$ cat src/rtl/fft_out_unloader_pkg.sv
// -----------------------------------------------------------------------------
// fft_out_unloader_pkg
// Shared constants, FSM state type and the digit-reversal helper used by the
// FFT output unloader. The reversal lives here so every block that forms a
// bank address from a group index uses the same mapping.
// -----------------------------------------------------------------------------
package fft_out_unloader_pkg;

  localparam int FFT_N      = 1024;                    // samples per transform
  localparam int BANK_DEPTH = 256;                     // words per bank
  localparam int BANK_AW    = 8;                       // bank address width
  localparam int NUM_BANKS  = 4;                       // A, B, C, D
  localparam int CNT_W      = $clog2(FFT_N);           // out_cnt width (10)
  localparam int GRP_W      = $clog2(BANK_DEPTH) + 1;  // issued-read counter, 0..256
  localparam int WORD_W     = $clog2(NUM_BANKS);       // word index within a group

  typedef enum logic [1:0] {
    IDLE = 2'd0,
    RUN  = 2'd1,
    FIN  = 2'd2
  } state_t;

  // Radix-4 digit reversal of an 8-bit group index: the four 2-bit digits are
  // written out in reverse order.
  function automatic logic [BANK_AW-1:0] digit_rev(input logic [BANK_AW-1:0] k);
    return {k[1:0], k[3:2], k[5:4], k[7:6]};
  endfunction

endpackage

$ cat src/rtl/fft_out_unloader_if.sv
// -----------------------------------------------------------------------------
// fft_out_unloader_if
// Bundles the unloader's control, bank-read and output-stream signals.
//   master : the unloader (drives busy/done, bank reads, the stream)
//   slave  : the surrounding system (controller, banks, stream sink)
// Signals:
//   start/busy/done        control handshake with the FFT controller
//   rd_en/rd_addr          common read strobe/address for banks A..D
//   a_q/b_q/c_q/d_q        bank read data, valid the cycle after rd_en
//   out_valid/out_ready    stream handshake
//   out_data/out_last/out_cnt  stream payload, last flag, sequence index
// -----------------------------------------------------------------------------
interface fft_out_unloader_if
  import fft_out_unloader_pkg::*;
#(
  parameter int DW = 32
) ();

  logic               start;
  logic               busy;
  logic               done;
  logic               rd_en;
  logic [BANK_AW-1:0] rd_addr;
  logic [DW-1:0]      a_q;
  logic [DW-1:0]      b_q;
  logic [DW-1:0]      c_q;
  logic [DW-1:0]      d_q;
  logic               out_valid;
  logic               out_ready;
  logic [DW-1:0]      out_data;
  logic               out_last;
  logic [CNT_W-1:0]   out_cnt;

  modport master (
    input  start,
    output busy, done,
    output rd_en, rd_addr,
    input  a_q, b_q, c_q, d_q,
    output out_valid,
    input  out_ready,
    output out_data, out_last, out_cnt
  );

  modport slave (
    output start,
    input  busy, done,
    input  rd_en, rd_addr,
    output a_q, b_q, c_q, d_q,
    input  out_valid,
    output out_ready,
    input  out_data, out_last, out_cnt
  );

endinterface

$ cat src/rtl/fft_out_unloader_grp.sv
// -----------------------------------------------------------------------------
// fft_grp_buf
// Two-slot ping-pong buffer of 4-word groups between the bank read port and
// the output stream.
// Ports:
//   clk, rst    clock, synchronous active-high reset
//   reserve     claim the next slot for a read being issued this cycle
//   capture     write cap_words into the slot claimed by the in-flight read
//   cap_words   one group, word 0 = bank A ... word 3 = bank D
//   pop         consume the current head word
//   slot_free   the next slot in reservation order is unclaimed
//   head_valid  head slot holds captured data
//   head_word   current word of the head slot
// Slots are claimed and released in strict alternation, so a single write
// pointer and a single head pointer describe the whole state. Only one read
// is ever in flight, so the capture target is latched at reserve time.
// -----------------------------------------------------------------------------
module fft_grp_buf
  import fft_out_unloader_pkg::*;
#(
  parameter int DW = 32
) (
  input  logic                          clk,
  input  logic                          rst,
  input  logic                          reserve,
  input  logic                          capture,
  input  logic [NUM_BANKS-1:0][DW-1:0]  cap_words,
  input  logic                          pop,
  output logic                          slot_free,
  output logic                          head_valid,
  output logic [DW-1:0]                 head_word
);

  logic [NUM_BANKS-1:0][DW-1:0] slot_q [2];
  logic [1:0]        resv_q;   // slot claimed (from issue until its last pop)
  logic [1:0]        full_q;   // slot holds captured data
  logic              wr_ptr_q; // next slot to claim
  logic              cap_ptr_q;// slot the in-flight read lands in
  logic              head_q;   // slot being streamed out
  logic [WORD_W-1:0] word_q;   // word index within the head slot
  logic              pop_ok;
  logic              pop_free;

  assign pop_ok   = pop && full_q[head_q];
  assign pop_free = pop_ok && (word_q == WORD_W'(NUM_BANKS - 1));

  // NOTE: the data slots carry no reset; their full flags below do, and a
  // slot is never read unless its flag is set, so clearing the payload would
  // only add reset fan-out.
  always_ff @(posedge clk) begin
    if (capture) begin
      slot_q[cap_ptr_q] <= cap_words;
    end
  end

  // NOTE: state registers are updated only with non-blocking assignments so
  // every read in this block sees the pre-edge value regardless of order.
  always_ff @(posedge clk) begin
    if (rst) begin
      resv_q    <= '0;
      full_q    <= '0;
      wr_ptr_q  <= 1'b0;
      cap_ptr_q <= 1'b0;
      head_q    <= 1'b0;
      word_q    <= '0;
    end else begin
      if (reserve) begin
        resv_q[wr_ptr_q] <= 1'b1;
        cap_ptr_q        <= wr_ptr_q;
        wr_ptr_q         <= ~wr_ptr_q;
      end
      // Capture lands in the reserved slot, which is never the head slot
      // being freed, so both updates can share one edge.
      if (capture) begin
        full_q[cap_ptr_q] <= 1'b1;
      end
      if (pop_ok) begin
        if (pop_free) begin
          resv_q[head_q] <= 1'b0;
          full_q[head_q] <= 1'b0;
          head_q         <= ~head_q;
          word_q         <= '0;
        end else begin
          word_q <= word_q + WORD_W'(1);
        end
      end
    end
  end

  assign slot_free  = ~resv_q[wr_ptr_q];
  assign head_valid = full_q[head_q];
  assign head_word  = slot_q[head_q][word_q];

endmodule

$ cat src/rtl/fft_out_unloader.sv
// -----------------------------------------------------------------------------
// fft_out_unloader
// Drains a finished 1024-point transform from banks A..D as a serial stream.
// Group k (0..255) is read at the digit-reversed address, and its four words
// go out in bank order A, B, C, D with valid/ready backpressure.
// Ports:
//   clk   clock
//   rst   synchronous active-high reset; aborts any drain without done
//   bus   fft_out_unloader_if.master (start/busy/done, bank read port,
//         output stream)
// Timing with the sink always ready: start in cycle 0, first read in cycle 1,
// first sample in cycle 3, last sample in cycle 1026, done in cycle 1027.
// -----------------------------------------------------------------------------
module fft_out_unloader
  import fft_out_unloader_pkg::*;
#(
  parameter int DW = 32
) (
  input  logic                  clk,
  input  logic                  rst,
  fft_out_unloader_if.master    bus
);

  state_t             state_q;
  logic               busy_q;
  logic               done_q;
  logic               rd_en_q;
  logic               rd_pend_q;  // bank data for the last read is on *_q now
  logic [BANK_AW-1:0] rd_addr_q;
  logic [GRP_W-1:0]   grp_q;      // reads issued so far in this run
  logic [CNT_W-1:0]   cnt_q;

  logic               slot_free;
  logic               head_valid;
  logic [DW-1:0]      head_word;
  logic               xfer;
  logic               last_xfer;
  logic               issue;
  logic [BANK_AW-1:0] grp_idx;

  // NOTE: every signal assigned here gets a default first, so no path
  // through the block leaves it unassigned and no latch is inferred.
  always_comb begin
    xfer      = head_valid && bus.out_ready;
    last_xfer = xfer && (cnt_q == CNT_W'(FFT_N - 1));
    grp_idx   = grp_q[BANK_AW-1:0];
    issue     = 1'b0;
    case (state_q)
      IDLE: begin
        // The accepting edge already issues group 0.
        issue   = bus.start;
        grp_idx = '0;
      end
      RUN: begin
        // One read at a time: wait out both the strobe cycle and the
        // capture cycle before issuing the next one.
        issue = (grp_q != GRP_W'(BANK_DEPTH)) && !rd_en_q && !rd_pend_q
                && slot_free;
      end
      default: issue = 1'b0;
    endcase
  end

  always_ff @(posedge clk) begin
    if (rst) begin
      state_q   <= IDLE;
      busy_q    <= 1'b0;
      done_q    <= 1'b0;
      rd_en_q   <= 1'b0;
      rd_pend_q <= 1'b0;
      rd_addr_q <= '0;
      grp_q     <= '0;
      cnt_q     <= '0;
    end else begin
      rd_en_q   <= issue;
      rd_pend_q <= rd_en_q;
      done_q    <= 1'b0;
      if (issue) begin
        rd_addr_q <= digit_rev(grp_idx);
        grp_q     <= GRP_W'({1'b0, grp_idx}) + GRP_W'(1);
      end
      // The count stops at 1023 so it never wraps inside a run.
      if (xfer && !last_xfer) begin
        cnt_q <= cnt_q + CNT_W'(1);
      end
      case (state_q)
        IDLE: begin
          if (bus.start) begin
            state_q <= RUN;
            busy_q  <= 1'b1;
            cnt_q   <= '0;
          end
        end
        RUN: begin
          if (last_xfer) begin
            state_q <= FIN;
            done_q  <= 1'b1;
          end
        end
        FIN: begin
          state_q <= IDLE;
          busy_q  <= 1'b0;
        end
        default: state_q <= IDLE;
      endcase
    end
  end

  fft_grp_buf #(.DW(DW)) u_grp_buf (
    .clk        (clk),
    .rst        (rst),
    .reserve    (issue),
    .capture    (rd_pend_q),
    .cap_words  ({bus.d_q, bus.c_q, bus.b_q, bus.a_q}),
    .pop        (xfer),
    .slot_free  (slot_free),
    .head_valid (head_valid),
    .head_word  (head_word)
  );

  assign bus.busy      = busy_q;
  assign bus.done      = done_q;
  assign bus.rd_en     = rd_en_q;
  assign bus.rd_addr   = rd_addr_q;
  assign bus.out_valid = head_valid;
  // Stale slot contents never reach the port while nothing is valid.
  assign bus.out_data  = head_valid ? head_word : '0;
  assign bus.out_last  = head_valid && (cnt_q == CNT_W'(FFT_N - 1));
  assign bus.out_cnt   = cnt_q;

endmodule

$ cat src/flat_wrapper.sv
// flat-port wrapper written by rule: the top's interface ports become plain ports
module fft_out_unloader_flat import fft_out_unloader_pkg::*;
#(
  parameter int DW = 32
)
  (clk, rst, bus_start, bus_busy, bus_done, bus_rd_en, bus_rd_addr, bus_a_q, bus_b_q, bus_c_q, bus_d_q, bus_out_valid, bus_out_ready, bus_out_data, bus_out_last, bus_out_cnt);
  fft_out_unloader_if #(.DW(DW)) bus_i ();
  input  logic clk;
  input  logic rst;
  input wire logic [$bits(bus_i.start)-1:0] bus_start;
  output wire logic [$bits(bus_i.busy)-1:0] bus_busy;
  output wire logic [$bits(bus_i.done)-1:0] bus_done;
  output wire logic [$bits(bus_i.rd_en)-1:0] bus_rd_en;
  output wire logic [$bits(bus_i.rd_addr)-1:0] bus_rd_addr;
  input wire logic [$bits(bus_i.a_q)-1:0] bus_a_q;
  input wire logic [$bits(bus_i.b_q)-1:0] bus_b_q;
  input wire logic [$bits(bus_i.c_q)-1:0] bus_c_q;
  input wire logic [$bits(bus_i.d_q)-1:0] bus_d_q;
  output wire logic [$bits(bus_i.out_valid)-1:0] bus_out_valid;
  input wire logic [$bits(bus_i.out_ready)-1:0] bus_out_ready;
  output wire logic [$bits(bus_i.out_data)-1:0] bus_out_data;
  output wire logic [$bits(bus_i.out_last)-1:0] bus_out_last;
  output wire logic [$bits(bus_i.out_cnt)-1:0] bus_out_cnt;
  assign bus_i.start = bus_start;
  assign bus_busy = bus_i.busy;
  assign bus_done = bus_i.done;
  assign bus_rd_en = bus_i.rd_en;
  assign bus_rd_addr = bus_i.rd_addr;
  assign bus_i.a_q = bus_a_q;
  assign bus_i.b_q = bus_b_q;
  assign bus_i.c_q = bus_c_q;
  assign bus_i.d_q = bus_d_q;
  assign bus_out_valid = bus_i.out_valid;
  assign bus_i.out_ready = bus_out_ready;
  assign bus_out_data = bus_i.out_data;
  assign bus_out_last = bus_i.out_last;
  assign bus_out_cnt = bus_i.out_cnt;
  fft_out_unloader #(.DW(DW)) u_core (.clk(clk), .rst(rst), .bus(bus_i));
endmodule
$ cat config.mk
export PLATFORM = sky130hd
export DESIGN_NAME = fft_out_unloader_flat
export DESIGN_NICKNAME = d
export VERILOG_FILES = /design/src/rtl/fft_out_unloader_pkg.sv /design/src/rtl/fft_out_unloader_if.sv /design/src/rtl/fft_out_unloader_grp.sv /design/src/rtl/fft_out_unloader.sv /design/src/flat_wrapper.sv
export SDC_FILE = /design/constraint.sdc
export NUM_CORES = 1
export LEC_CHECK = 0
export BUFFER_PORTS_ARGS = -buffer_cell sky130_fd_sc_hd__buf_4
export CAP_MARGIN = 0
export CORE_AREA = 2 2 189 136
export CTS_CLUSTER_DIAMETER = 200
export DETAILED_ROUTE_END_ITERATION = 12
export DIE_AREA = 0 0 191 138
export PLACE_DENSITY = 0.69
export SETUP_SLACK_MARGIN = 0.02
export SLEW_MARGIN = 30
export SYNTH_ARGS = -nofsm -noshare
export SYNTH_HDL_FRONTEND = slang
export SYNTH_SLANG_ARGS = --single-unit
$ cat constraint.sdc
create_clock -name clk -period 8.5 [get_ports clk]
set_input_delay 1.275 -clock clk [delete_from_list [all_inputs] [get_ports clk]]
set_output_delay 1.275 -clock clk [all_outputs]
set_load 0.01 [all_outputs]
Word level (Yosys, flattened, before mapping)
Memory sizes are Yosys's and may differ from the RTL's. A register that Yosys moved wholly into a read port is not among the register bits.
Index checks and enable logic that the tools add are counted.
{"block": "word_totals", "ff_bits": 42, "latch_bits": 0, "ram_bits": 256, "rom_bits": 0, "out_inout_bits": 55, "mem_count": 1}
{"name": "u_core.u_grp_buf.slot_q", "words": 2, "width": 128, "read_ports": 1, "rd_clocked_by_memory_dff": 1, "wr": 1, "line": "fft_out_unloader_grp.sv:34", "rtl": "logic [NUM_BANKS-1:0][DW-1:0] slot_q [2];"}
{"block": "classes", "addsub": 3, "n_mul": 0, "div_mod_pow": 0, "order_cmp": 7, "n_eq_ne": 7, "shift": 0, "n_mux": 37, "bitwise_logic": 9, "n_reduce_logical": 21}
{"cell": "32-bit binary-select mux with 2-bit select", "n": 1}
{"cell": "32-bit 2-to-1 mux", "n": 2}
{"cell": "10-bit 2-to-1 mux", "n": 3}
{"cell": "2-bit 2-to-1 mux", "n": 11}
{"cell": "1-bit 2-to-1 mux", "n": 13}
{"cell": "1-bit logical AND", "n": 12}
{"cell": "10-bit by 1-bit adder with 10-bit output, second input constant", "n": 1}
{"cell": "10-bit == test, second input constant", "n": 1}
{"cell": "8-bit by 1-bit adder with 9-bit output, second input constant", "n": 1}
{"cell": "9-bit != test, second input constant", "n": 1}
{"cell": "8-bit 2-to-1 mux", "n": 1}
{"cell": "1-bit by 2-bit < comparator with 1-bit output, second input constant", "n": 3}
{"cell": "2-bit AND reduction", "n": 3}
{"cell": "2-bit bitwise AND", "n": 2}
{"cell": "2-bit == test, second input constant", "n": 2}
{"cell": "1-bit inverter", "n": 4}
{"cell": "2-bit bitwise OR", "n": 2}
{"cell": "1-bit case mux with 2 select lines", "n": 2}
{"cell": "2-bit case mux with 2 select lines", "n": 1}
{"cell": "1-bit demux with 1-bit select", "n": 3}
{"cell": "1-bit >= comparator, second input constant", "n": 3}
{"cell": "1-bit zero test", "n": 3}
{"cell": "2-bit by 3-bit < comparator with 1-bit output, second input constant", "n": 1}
{"cell": "2-bit by 1-bit adder with 2-bit output, second input constant", "n": 1}
{"cell": "7 further kinds", "n": 7}

Logic depth before layout (Yosys ltp)
{"block": "logic_depth", "word_depth": 10, "mapped_depth": 8, "mapped_depth_nobuf": 7}

By module
Synthesis repeated with hierarchy kept, for this count alone.
{"block": "unflattened", "hier_cells": 629, "hier_area_um2": 12031.5}
{"module": "fft_grp_buf", "instances": 1, "cells_per_inst": 411, "area_each_um2": 10216.0, "seq_area_each_um2": 7887.6}
{"module": "fft_out_unloader", "instances": 1, "cells_per_inst": 218, "area_each_um2": 1815.5, "seq_area_each_um2": 660.6}

Worst setup path before layout
Ideal clock, no wire load.
{"block": "synth_path", "path_type": "flip-flop to flip-flop", "startpoint": "register u_core.rd_pend_q", "endpoint": "memory u_core.u_grp_buf.slot_q[0][0] (netlist name) (enable)", "setup_ps": 632, "t_arrival_ps": 6038, "required_time_ps": 7868, "slack_ps": 1830, "path_stages_with_launch": 2, "path_buffers": 0, "period_less_slack_ps": 6670, "path_cell_list": "dfxtp_1 -> nor2b_1"}
{"block": "synth_between", "elab_chain_len": 2}
{"element": "from (decl)", "line": "fft_out_unloader.sv:28", "rtl": "logic rd_pend_q;"}
{"element": "from (signal assigned)", "line": "fft_out_unloader.sv:76", "rtl": "rd_pend_q <= rd_en_q;"}
{"element": "1-bit 2-to-1 mux", "line": "fft_out_unloader_grp.sv:51", "rtl": "if (capture) begin"}
{"element": "1-bit 2-to-1 mux (not written as such)", "line": "fft_out_unloader_grp.sv:52", "rtl": "slot_q[cap_ptr_q] <= cap_words;"}
{"element": "to (decl)", "line": "fft_out_unloader_grp.sv:34"}
Every way passes these cells.

==> results.toml <==
[logic_synthesis]
ys_top_cells_by_area = "edfxtp_1, mux4_2, dfxtp_1, mux2i_1, nor2_1"
synth-seq-area-share_pct = 73.6
async_flop_share_pct = 0
ys_types = 49
syn-cell-area_sq_um = 11600
synth_edf_count = 256
syn_nets = 765
ys_ff_latch = 299
syn_inst = 630
synth_top_cell_by_area = "edfxtp_1"
yosysWarnings = 0
avgSynthCellArea_sq_um = 18.4
synth_top_area_share_pct = 66.2
dominantRegCellSynth = "edfxtp_1"

[die]
die_y_um = 138
core_sq_um = 24800
start_util_pct = 46.8
die_area_sq_um = 26400
die_x_um = 191
fp-row-count = 49
io_pins = 187

[timing]
timing.final.crit_share_pct = 50.1
finalHoldViolations = 0
fmax_ghz = 0.235
period_minus_slack_ns = 4.26
drv_slew = 0
rsz0062_at_grt = "false"
setup_viol = 0
fin_worst_skew_ns = 0.0140
setup_tns_ns = 0
slew_headroom_pct = 40.8
tightest_slew_ns = 0.888

[worst_setup_path]
end_kind = "output pin"
cp-start-kind = "register"
crit_fanout = 42
crit_required_ns = 7.22
crit_type = "register to output pin"
crit_arrival_ns = 2.98
reg2reg_setup_slack_ns = 6.21

[clock_tree]
ctsRootBufferMaster = "clkbuf_16"
cts_tree = "done"
post_cts_buffers = 0
cts_resized = 0
clock_latency_ns = 0.55
numClockSinks = 299
clockBufferDepth = 3
clkTransAtPathRegs_ns = 0.06
htreeDepth = 1
cts_hold_buffers = 0
cts_inserted_buffers = 29

[routing]
drc = 0
drtIter0Drc = 451
wl_per_cell_um = 20.3
via_per_inst = 5.49
vias = 6457
final_antenna_net_count = 0
first_pass_iters = 4
totalWireLength_mm = 23.9

[run_status]
status = "completed"

[place]
gp_congestion = 0.780
place_area_sq_um = 13400
port_buffers = 186
place_hpwl_mm = 15.5

[power_and_ir_drop]
powerDensity_nw_per_um2 = 211
irDropWorstVdd_mv = 0.188
p_leak_nw = 4.81

[grt]
grt_max_degree = 85
grt_usage_pct = 18.1
grt_use_met1_pct = 26.2
met3_usage_pct = 4.70
grt_pass1_wl_mm = 37.0
antenna_found_initial = 3
top_usage_layer = "met2"
first_global_vias = 6663
grt_util_met2_pct = 27.8
grt.overflow.total = 0

[final_layout]
syn_to_final_growth_pct = 23.2
layout_common_cells = "edfxtp_1, buf_4, mux4_2, nor2_1, dfxtp_1"
final_nets = 958
fin_area_sq_um = 14300
drive_gt1_share_pct = 36.6
layout_commonest_cell = "edfxtp_1"

[worst_hold_path]
hold_path.class = "register to register"

[job]
maxCapViolCount = 0
-- critical path: stages, from the launching register on --
cell	delay, ns
dfxtp_4	0.63
buf_4	0.75
mux4_2	0.60
mux2i_1	0.18
nor2_1	0.06
buf_4	0.16
-- metal layers --
metal | share of wire, % | vias to the layer above
met1 | 45 | 3253
met2 | 45 | 224
met5 | 0.10 | -
li1 | - | 2941
met4 | 2.2 | 4
met3 | 7.8 | 35
-- cell type report --
type                       count  area, sq um
fill                        1905        10500
timing repair buffer         193         1470
clock buffer                  44          830
antenna                        1         2.50
tap                          331          414
inverter                       7         26.3
sequential                   299         8560
multi-input combinational    293         2940
clock inverter                 9         70.1
-- report_power, final --
group / switching [W] / internal, W
Combinational: 0.0000815 / 0.0000837
Clock: 0.000508 / 0.000699
Sequential: 0.0000141 / 0.00163
Total: 0.000603 / 0.00241
-- cells in the mapped netlist (3+ instances only) --
cell      number
nor2_1        49
nand4_1        4
clkbuf_1      13
nor2b_1        6
inv_1          6
buf_2         12
mux4_2        64
nand3_1       12
a21oi_1       28
o31ai_1        6
buf_1          6
ha_1           3
nor3_1         5
edfxtp_1     256
or3_1          4
or4_1          4
o21ai_0        7
dfxtp_1       43
and3_1         5
nor4b_1        5
nand2_1       17
o211ai_1       9
mux2i_1       34
-- registers in the layout, summed over array words and instances, names as in the netlist, named ones only --
signal and cells:
u_core.grp_q 9, u_core.rd_pend_q 1, u_core.u_grp_buf.full_q 2, u_core.u_grp_buf.cap_ptr_q 1, u_core.u_grp_buf.head_q 1, u_core.u_grp_buf.resv_q 2, u_core.u_grp_buf.slot_q 256, u_core.u_grp_buf.word_q 2
u_core.bus.rd_addr 8, u_core.bus.done 1, u_core.u_grp_buf.wr_ptr_q 1, u_core.bus.rd_en 1, u_core.bus.busy 1, u_core.state_q 2, u_core.bus.out_cnt 10
-- per-stage QoR --
step                      setup WS [ns]  total power, W  cells  utilization, %  hold WS [ns]
after floorplan                    1.83         0.00175    630               -         0.425
after global placement             4.71         0.00183   1122            53.8         0.434
after detailed placement           4.71         0.00184   1122            53.9         0.449
after CTS                          4.11         0.00305   1175            57.5         0.458
after global routing               3.91         0.00312   1177            57.6         0.479
final                              4.24         0.00302   1177            57.6         0.456
-- cell families after synthesis --
family | count (synthesis) | share of synthesized area [%]
adders and majority gates | 3 | 0.323
AOI/OAI and AO/OA | 64 | 3.47
buffers and inverters | 38 | 1.36
and+or+nand+nor | 124 | 5.55
muxes | 100 | 15.6
DFF | 299 | 73.6
xor gates and xnor gates | 2 | 0.151
-- path summary, 6_finish.rpt --
path / startpoint / endpoint / depth (start not counted)
worst max-delay path: register / bus_out_data[3] / 5
worst min-delay path: u_core.u_grp_buf.resv_q[1]$_SDFF_PP0_ / u_core.u_grp_buf.resv_q[1]$_SDFF_PP0_ / 2
worst max register to register: u_core.state_q[1]$_SDFFE_PP0P_ / u_core.grp_q[6]$_SDFFE_PP0N_ / 7
worst min register to register: u_core.u_grp_buf.resv_q[1]$_SDFF_PP0_ / u_core.u_grp_buf.resv_q[1]$_SDFF_PP0_ / 2
(Power assumes the default switching activity.)
